### src/rtl/acc_cpu_sequencer.sv
// acc_cpu_sequencer: fetch/decode/execute controller for the accumulator CPU.
// Owns PC, IR, MBR and AC; drives a one-cycle-latency RAM and a combinational ALU.
module acc_cpu_sequencer #(
  parameter int ADDR_WIDTH = 28,
  parameter int DATA_WIDTH = 32,
  parameter logic [ADDR_WIDTH-1:0] RESET_PC = 'h100,
  parameter logic [3:0] ALU_ADD = 4'b0010,
  parameter logic [3:0] ALU_SUB = 4'b0110
) (
  input  logic                  clk,
  input  logic                  rst,
  input  logic                  start,
  output logic [ADDR_WIDTH-1:0] mem_addr,
  output logic                  mem_cs,
  output logic                  mem_we,
  output logic                  mem_oe,
  output logic [DATA_WIDTH-1:0] mem_wdata,
  input  logic [DATA_WIDTH-1:0] mem_rdata,
  output logic [DATA_WIDTH-1:0] alu_left,
  output logic [DATA_WIDTH-1:0] alu_right,
  output logic [3:0]            alu_control,
  input  logic [DATA_WIDTH-1:0] alu_out,
  output logic                  halted,
  output logic                  illegal,
  output logic [ADDR_WIDTH-1:0] pc_out,
  output logic [DATA_WIDTH-1:0] ac_out,
  output logic [31:0]           retired
);
  typedef enum logic [3:0] {
    IDLE, FETCH, FETCH_WAIT, DECODE, OPER_RD, OPER_WAIT, EXEC, OPER_WR, HALTED
  } state_t;

  state_t                state_q, state_d;
  logic [ADDR_WIDTH-1:0] pc_q, pc_d;
  logic [DATA_WIDTH-1:0] ir_q, ir_d, mbr_q, mbr_d, ac_q, ac_d;
  logic                  illegal_q, illegal_d;
  logic [31:0]           retired_q, retired_d;
  logic [3:0]            opcode;
  logic [ADDR_WIDTH-1:0] operand;
  logic                  ac_neg, ac_zero, skip_take;

  assign opcode  = ir_q[DATA_WIDTH-1 -: 4];
  assign operand = ir_q[ADDR_WIDTH-1:0];
  assign ac_neg  = ac_q[DATA_WIDTH-1];
  assign ac_zero = ac_q == '0;
  // Condition in IR[27:26]: 00 negative, 01 zero, 10 positive, 11 never.
  assign skip_take = ir_q[27:26] == 2'd0 ? ac_neg :
                     ir_q[27:26] == 2'd1 ? ac_zero :
                     ir_q[27:26] == 2'd2 ? !ac_neg && !ac_zero : 1'b0;

  always_ff @(posedge clk or posedge rst) begin
    if (rst) begin
      state_q   <= IDLE;
      pc_q      <= RESET_PC;
      ir_q      <= '0;
      mbr_q     <= '0;
      ac_q      <= '0;
      illegal_q <= 1'b0;
      retired_q <= '0;
    end else begin
      state_q   <= state_d;
      pc_q      <= pc_d;
      ir_q      <= ir_d;
      mbr_q     <= mbr_d;
      ac_q      <= ac_d;
      illegal_q <= illegal_d;
      retired_q <= retired_d;
    end
  end

  always_comb begin
    state_d     = state_q;
    pc_d        = pc_q;
    ir_d        = ir_q;
    mbr_d       = mbr_q;
    ac_d        = ac_q;
    illegal_d   = illegal_q;
    retired_d   = retired_q;
    mem_cs      = 1'b0;
    mem_we      = 1'b0;
    mem_oe      = 1'b0;
    mem_addr    = pc_q;
    mem_wdata   = ac_q;
    alu_control = ALU_ADD;
    case (state_q)
      IDLE: state_d = start ? FETCH : IDLE;
      FETCH: begin
        mem_cs  = 1'b1;
        mem_oe  = 1'b1;
        state_d = FETCH_WAIT;
      end
      FETCH_WAIT: begin
        ir_d    = mem_rdata;
        pc_d    = pc_q + ADDR_WIDTH'(1);
        state_d = DECODE;
      end
      DECODE: begin
        state_d = FETCH;
        case (opcode)
          4'd0, 4'd2, 4'd3: state_d = OPER_RD;
          4'd1: state_d = OPER_WR;
          4'd4: begin
            pc_d      = skip_take ? pc_q + ADDR_WIDTH'(1) : pc_q;
            retired_d = retired_q + 32'd1;
          end
          4'd5: begin
            pc_d      = operand;
            retired_d = retired_q + 32'd1;
          end
          4'd6: begin
            ac_d      = '0;
            retired_d = retired_q + 32'd1;
          end
          4'd7: begin
            state_d   = HALTED;
            retired_d = retired_q + 32'd1;
          end
          default: begin
            state_d   = HALTED;
            illegal_d = 1'b1;
          end
        endcase
      end
      OPER_RD: begin
        mem_addr = operand;
        mem_cs   = 1'b1;
        mem_oe   = 1'b1;
        state_d  = OPER_WAIT;
      end
      OPER_WAIT: begin
        mbr_d     = mem_rdata;
        ac_d      = opcode == 4'd0 ? mem_rdata : ac_q;
        retired_d = opcode == 4'd0 ? retired_q + 32'd1 : retired_q;
        state_d   = opcode == 4'd0 ? FETCH : EXEC;
      end
      EXEC: begin
        alu_control = opcode == 4'd3 ? ALU_SUB : ALU_ADD;
        ac_d        = alu_out;
        retired_d   = retired_q + 32'd1;
        state_d     = FETCH;
      end
      OPER_WR: begin
        mem_addr  = operand;
        mem_cs    = 1'b1;
        mem_we    = 1'b1;
        retired_d = retired_q + 32'd1;
        state_d   = FETCH;
      end
      HALTED: state_d = HALTED;
      default: state_d = IDLE;
    endcase
  end

  assign alu_left  = ac_q;
  assign alu_right = mbr_q;
  assign halted    = state_q == HALTED;
  assign illegal   = illegal_q;
  assign pc_out    = pc_q;
  assign ac_out    = ac_q;
  assign retired   = retired_q;
endmodule

### config.mk
export PLATFORM = sky130hd
export DESIGN_NAME = acc_cpu_sequencer
export DESIGN_NICKNAME = d
export VERILOG_FILES = /design/src/rtl/acc_cpu_sequencer.sv
export SDC_FILE = /design/constraint.sdc
export NUM_CORES = 1
export LEC_CHECK = 0
export CORE_AREA = 3 3 124 150
export CTS_BUF_LIST = sky130_fd_sc_hd__clkbuf_2 sky130_fd_sc_hd__clkbuf_4 sky130_fd_sc_hd__clkbuf_8
export CTS_CLUSTER_SIZE = 14
export DETAILED_ROUTE_END_ITERATION = 16
export DIE_AREA = 0 0 127 153
export GPL_ROUTABILITY_DRIVEN = 0
export PLACE_DENSITY = 0.88
export REMOVE_ABC_BUFFERS = 1
export SLEW_MARGIN = 20
export SYNTH_ARGS = -nofsm -noshare
export SYNTH_HDL_FRONTEND = slang
export SYNTH_SLANG_ARGS = --single-unit
### constraint.sdc
create_clock -name clk -period 8.25 [get_ports clk]
set_input_delay 1.2375 -clock clk [delete_from_list [all_inputs] [get_ports clk]]
set_output_delay 1.2375 -clock clk [all_outputs]
set_load 0.01 [all_outputs]
After elaboration in Yosys (flattened, before gate mapping)
Index checks and enable logic that the tools add are counted.
{"block": "classes", "addsub": 2, "n_mul": 0, "div_mod_pow": 0, "order_cmp": 0, "n_eq_ne": 22, "n_shift": 0, "muxes": 22, "n_bitwise": 1, "n_reduce_logical": 22}
{"operator": "$pmux W32 S3", "count": 2}
{"operator": "$mux W32", "count": 4}
{"operator": "$pmux W28 S2", "count": 2}
{"operator": "$mux W28", "count": 2}
{"operator": "$add A32 B1 Y32 const B", "count": 1}
{"operator": "$eq A4 B3 Y1 const B", "count": 8}
{"operator": "$logic_not A32 Y1", "count": 1}
{"operator": "$pmux W4 S8", "count": 1}
{"operator": "$add A28 B1 Y28 const B", "count": 1}
{"operator": "$eq A4 B2 Y1 const B", "count": 4}
{"operator": "$pmux W4 S3", "count": 1}
{"operator": "$mux W3", "count": 3}
{"operator": "$reduce_and A3 Y1", "count": 3}
{"operator": "$reduce_or A3 Y1", "count": 3}
{"operator": "$eq A4 B1 Y1 const B", "count": 2}
{"operator": "$logic_not A4 Y1", "count": 2}
{"operator": "$reduce_or A8 Y1", "count": 1}
{"operator": "$mux W1", "count": 7}
{"operator": "$ne A2 B2 Y1 const B", "count": 3}
{"operator": "$ne A3 B3 Y1 const B", "count": 2}
{"operator": "$reduce_bool A3 Y1", "count": 2}
{"operator": "$reduce_or A2 Y1", "count": 3}
{"operator": "$eq A4 B4 Y1 const B", "count": 1}
{"operator": "$reduce_or A4 Y1", "count": 1}
{"operator": "other kinds (8)", "count": 9}
{"block": "word_totals", "reg_bits": 161, "latch_bits": 0, "ramBits": 0, "mem_bits_ro": 0, "input_bits": 67, "out_inout_bits": 225, "wordCells": 76, "memories": 0}

Depth between registers and ports, before layout
{"block": "logic_depth", "ltp_word": 9, "depth_mapped": 8, "ltp_nobuf": 6}

Least setup slack after synthesis
OpenSTA, ideal clock, no wires.
{"block": "synth_timing", "path_kind": "reg-to-output", "start": "register state_q[0]", "end": "output mem_addr[19]", "t_arrival_ns": 1.666, "required_time_ns": 7.013, "slack_ns": 5.346, "stages_incl_launch_ff": 8, "n_path_buf": 3, "path_cell_list": "dfrtp_1 -> buf_2 -> inv_2 -> nor2_1 -> o21bai_1 -> buf_2 -> buf_2 -> mux2_2"}
{"block": "synth_via", "elab_chain_cells": 3, "word_cells_on_any_way": 4, "classes_between": "eq/ne: 2; mux: 1; reduce/logical: 1"}
{"item": "start: declaration", "line_no": "33", "source": "state_t state_q, state_d;"}
{"item": "start signal: assignment", "line_no": "61", "source": "state_q <= state_d;"}
{"item": "$eq A4 B3 Y1", "line_no": "85", "source": "case (state_q)"}
{"item": "$reduce_or A2 Y1 (no line) (*)"}
{"item": "$mux W28 (*)", "line_no": "85"}
{"item": "end: declaration", "line_no": "13", "source": "output logic [ADDR_WIDTH-1:0] mem_addr,"}
Every way passes the cells marked *; elsewhere a longest branch is shown, timed or not.

Final worst setup path
{"block": "layout_timing", "start": "register state_q[0]", "end": "output mem_addr[13]"}
The elaborated chain is that of the path after synthesis.

==> flow_summary.yaml <==
placed_design:
  place_hpwl_um: 18400
  dp.cells: 1247
  portBuffers: 288
yosys:
  synth_flop_cell: "dfrtp_1"
  ys_seq_elements: 161
  synth_edf_count: 0
  synth_top_area_cell: "dfrtp_1"
  synth.distinct_cells: 71
  netlist.area_leader.share: 0.450
  synth.area.top_cells: "dfrtp_1, mux2_2, buf_4"
  syn_inst: 846
  avgSynthCellArea_um2: 10.5
  yosysWarnings: 0
  netlist_area_um2: 8900
  async_reset_ff_frac: 1.00
  ys_seq_area_frac: 0.453
sta:
  maxSlewViolCount: 0
  worst_pin_slew_ps: 1120
  setup_viol: 0
  rsz0062_at_grt: "false"
  period_share: 0.522
  slew-limit-headroom: 0.252
  finalClockSkew_ps: 9.66
  setup_tns_ps: 0
  fmax_ghz: 0.232
  final_hold_viol_count: 0
  min_period_ps: 4310
worst_setup_path:
  reg2reg_depth: 5
  reg2reg_from: "ac_out[16]"
  crit_chain: "nor2_1, o21bai_4, mux2_2, clkdlybuf4s50_1"
  crit_path_end_kind: "output port"
  max_stage_delay_ps: 830
  r2r_setup_slack_ps: 4930
  reg2reg_to: "pc_out[19]"
  critPathKind: "reg -> out"
  worstPathRequired_ps: 7010
  cpMaxStageDelayCell: "o21bai_4"
  startpoint_type: "register"
  cp.arrival_ps: 3070
  cp_max_fo: 29
global_routing:
  overflow: 0
  grt_pass1_vias: 7558
  grtUsageTotal: 0.257
  grt.met3_usage: 0.0479
  grt_pass1_wl_um: 40200
  top_usage_layer: "met2"
  grt_start_max_net_pins: 99
  use_met2: 0.449
  grt_antenna_before_repair: 0
  grt.met1_usage: 0.315
cts:
  h-tree-depth: 4
  cts_made_buffers: 17
  path_clk_slew_ps: 80
  worstSkewPairLatency_ps: 460
  cts_tree: "yes"
  cts-root-buf: "clkbuf_8"
  postCtsHoldBufs: 0
  postCtsSetupBuffers: 0
  cts_resized: 0
  cts_buffer_depth: 2
  clock_sinks: 161
finish:
  instances_no_fill: 1278
  num-fill-cells: 1339
  fin_util: 0.675
  layout.nets: 1116
  drive_gt1_frac: 0.171
  antenna_cells: 0
  area_delta_synth_final_pct: 31.8
routing:
  vias_per_cell: 5.88
  drt_wl_total_um: 25300
  wl_per_cell_um: 19.8
  first_pass_iters: 5
  post-route-drc-count: 0
  vias: 7520
  ant_nets: 0
  drtIter0Drc: 604
power_and_ir_drop:
  vdd_drop_max_mv: 0.238
  p_per_area_nw_per_um2: 346
  seq_power_share: 0.350
  p_comb_frac: 0.525
  pwr-share-clk: 0.124
  netSwitchingPower_mw: 1.65
  power_leakage_nw: 4.65
  internal-power_mw: 2.41
  swShare: 0.406
die:
  start_util: 0.512
  core_area_um2: 17400
  die_w_um: 127
  die_h_um: 153
  die-area_um2: 19400
  num_rows: 53
  ios: 292
min_path:
  hp-class: "reg -> reg"
  min_from: "illegal"
  min_to: "illegal"
  holdPathStages: 1
outcome:
  status: "completed"
flow_run:
  drv_cap: 0
[synthesized netlist by cell type (all sizes together) (3+ instances only)]
cell    count
mux2       90
nor3       27
nor4       22
o211ai      9
a21o        5
and3        6
and4        4
o221ai     20
xnor2      15
o21ai      10
dfrtp     160
o311ai      4
nor3b       5
a32oi       4
nand3      31
inv        17
nor4b       3
a21oi      52
nand2      66
nor2       65
or3         5
a221oi      4
clkbuf     16
o31a        3
a22oi      38
buf       100
xor2       17
nand4      11
a31oi       3
[metal layers]
layer / wire (um) / vias to the layer above
met1: 9950 / 3728
met5: 0 / -
met4: 650 / 0
met3: 1580 / 49
li1: - / 3411
met2: 13100 / 332
[worst max path at each step]
stage | end | depth (start not counted) | start | slack [ps]
6_report | mem_addr[13] | 4 | state_q[0] | 3940
3_3_place_gp | mem_addr[13] | 5 | state_q[1] | 4520
4_1_cts | mem_addr[13] | 5 | state_q[1] | 3910
3_5_place_dp | mem_addr[25] | 5 | state_q[0] | 4400
5_1_grt | mem_addr[19] | 5 | state_q[1] | 3770
2_1_floorplan | ac_out[0] | 1 | rst | 2670
[metrics by stage]
step	area [um^2]	worst slack, ps	hold slack [ps]	power (mW)
detailed placement	11400	4400	459	3.56
finish	11700	3940	481	4.06
global route	11700	3770	499	4.31
CTS	11700	3910	478	4.07
floorplan	8120	2670	493	2.43
global placement	11400	4520	440	3.49
[layout make-up]
| type | count | area [um^2] | share of cell area |
|---|---|---|---|
| clock buffers | 20 | 269 | 0.0229 |
| inverters | 17 | 68.8 | 0.00587 |
| well taps | 220 | 275 | 0.0235 |
| flip-flops and latches | 161 | 4030 | 0.344 |
| multi-input cells | 553 | 4070 | 0.347 |
| repair buffers | 297 | 2960 | 0.252 |
| clock inverters | 10 | 65.1 | 0.00555 |
[power groups by stage]
stage | combinational, mW | sequential (mW) | clock (mW)
3_5_place_dp | 2.13 | 1.43 | 0
6_report | 2.13 | 1.42 | 0.506
2_1_floorplan | 0.936 | 1.49 | 0
5_1_grt | 2.29 | 1.47 | 0.553
4_1_cts | 2.14 | 1.42 | 0.519
3_3_place_gp | 2.07 | 1.42 | 0
[sequential cells by signal, summed over array words and instances (netlist names)]
| name | cells |
|---|---|
| illegal | 1 |
| pc_out | 28 |
| state_q | 4 |
| ir_q | 32 |
| ac_out | 32 |
| retired | 32 |
| alu_right | 32 |
[logic make-up (layout without fill, tap and decap cells)]
group,count (synthesis),count (layout),share of synthesized area
AO/OA/AOI/OAI,166,166,0.149
XOR/XNOR,32,32,0.0315
adder cells (fa/ha/maj),2,2,0.00281
buffers and inverters,133,344,0.0961
flip-flops,161,161,0.453
multiplexers,91,91,0.115
other,2,3,0.000843
AND/OR/NAND/NOR,259,259,0.152
[critical path: cells and delay by family (launching register included)]
kind	cells	cell delay [ps]
flops	1	670
mux	1	430
buf+inv	1	480
compound gates	1	830
simple gates	1	190
[cell usage in the layout (no fill, tap or decap), types with 5 or more instances in the layout]
cell type,n
a21o_1,5
a21oi_1,24
a21oi_2,28
a22oi_1,38
and3_1,6
buf_4,8
clkbuf_8,19
clkdlybuf4s50_1,288
clkinvlp_4,6
dfrtp_1,160
inv_1,14
mux2_1,8
mux2_2,82
nand2_1,66
nand3_1,31
nand4_1,9
nor2_1,65
nor3_1,22
nor4_1,18
o211ai_1,9
o21ai_0,9
o221ai_1,10
o221ai_2,10
or3_1,5
xnor2_1,15
xor2_1,17
Power figures use the tool's default switching activity.
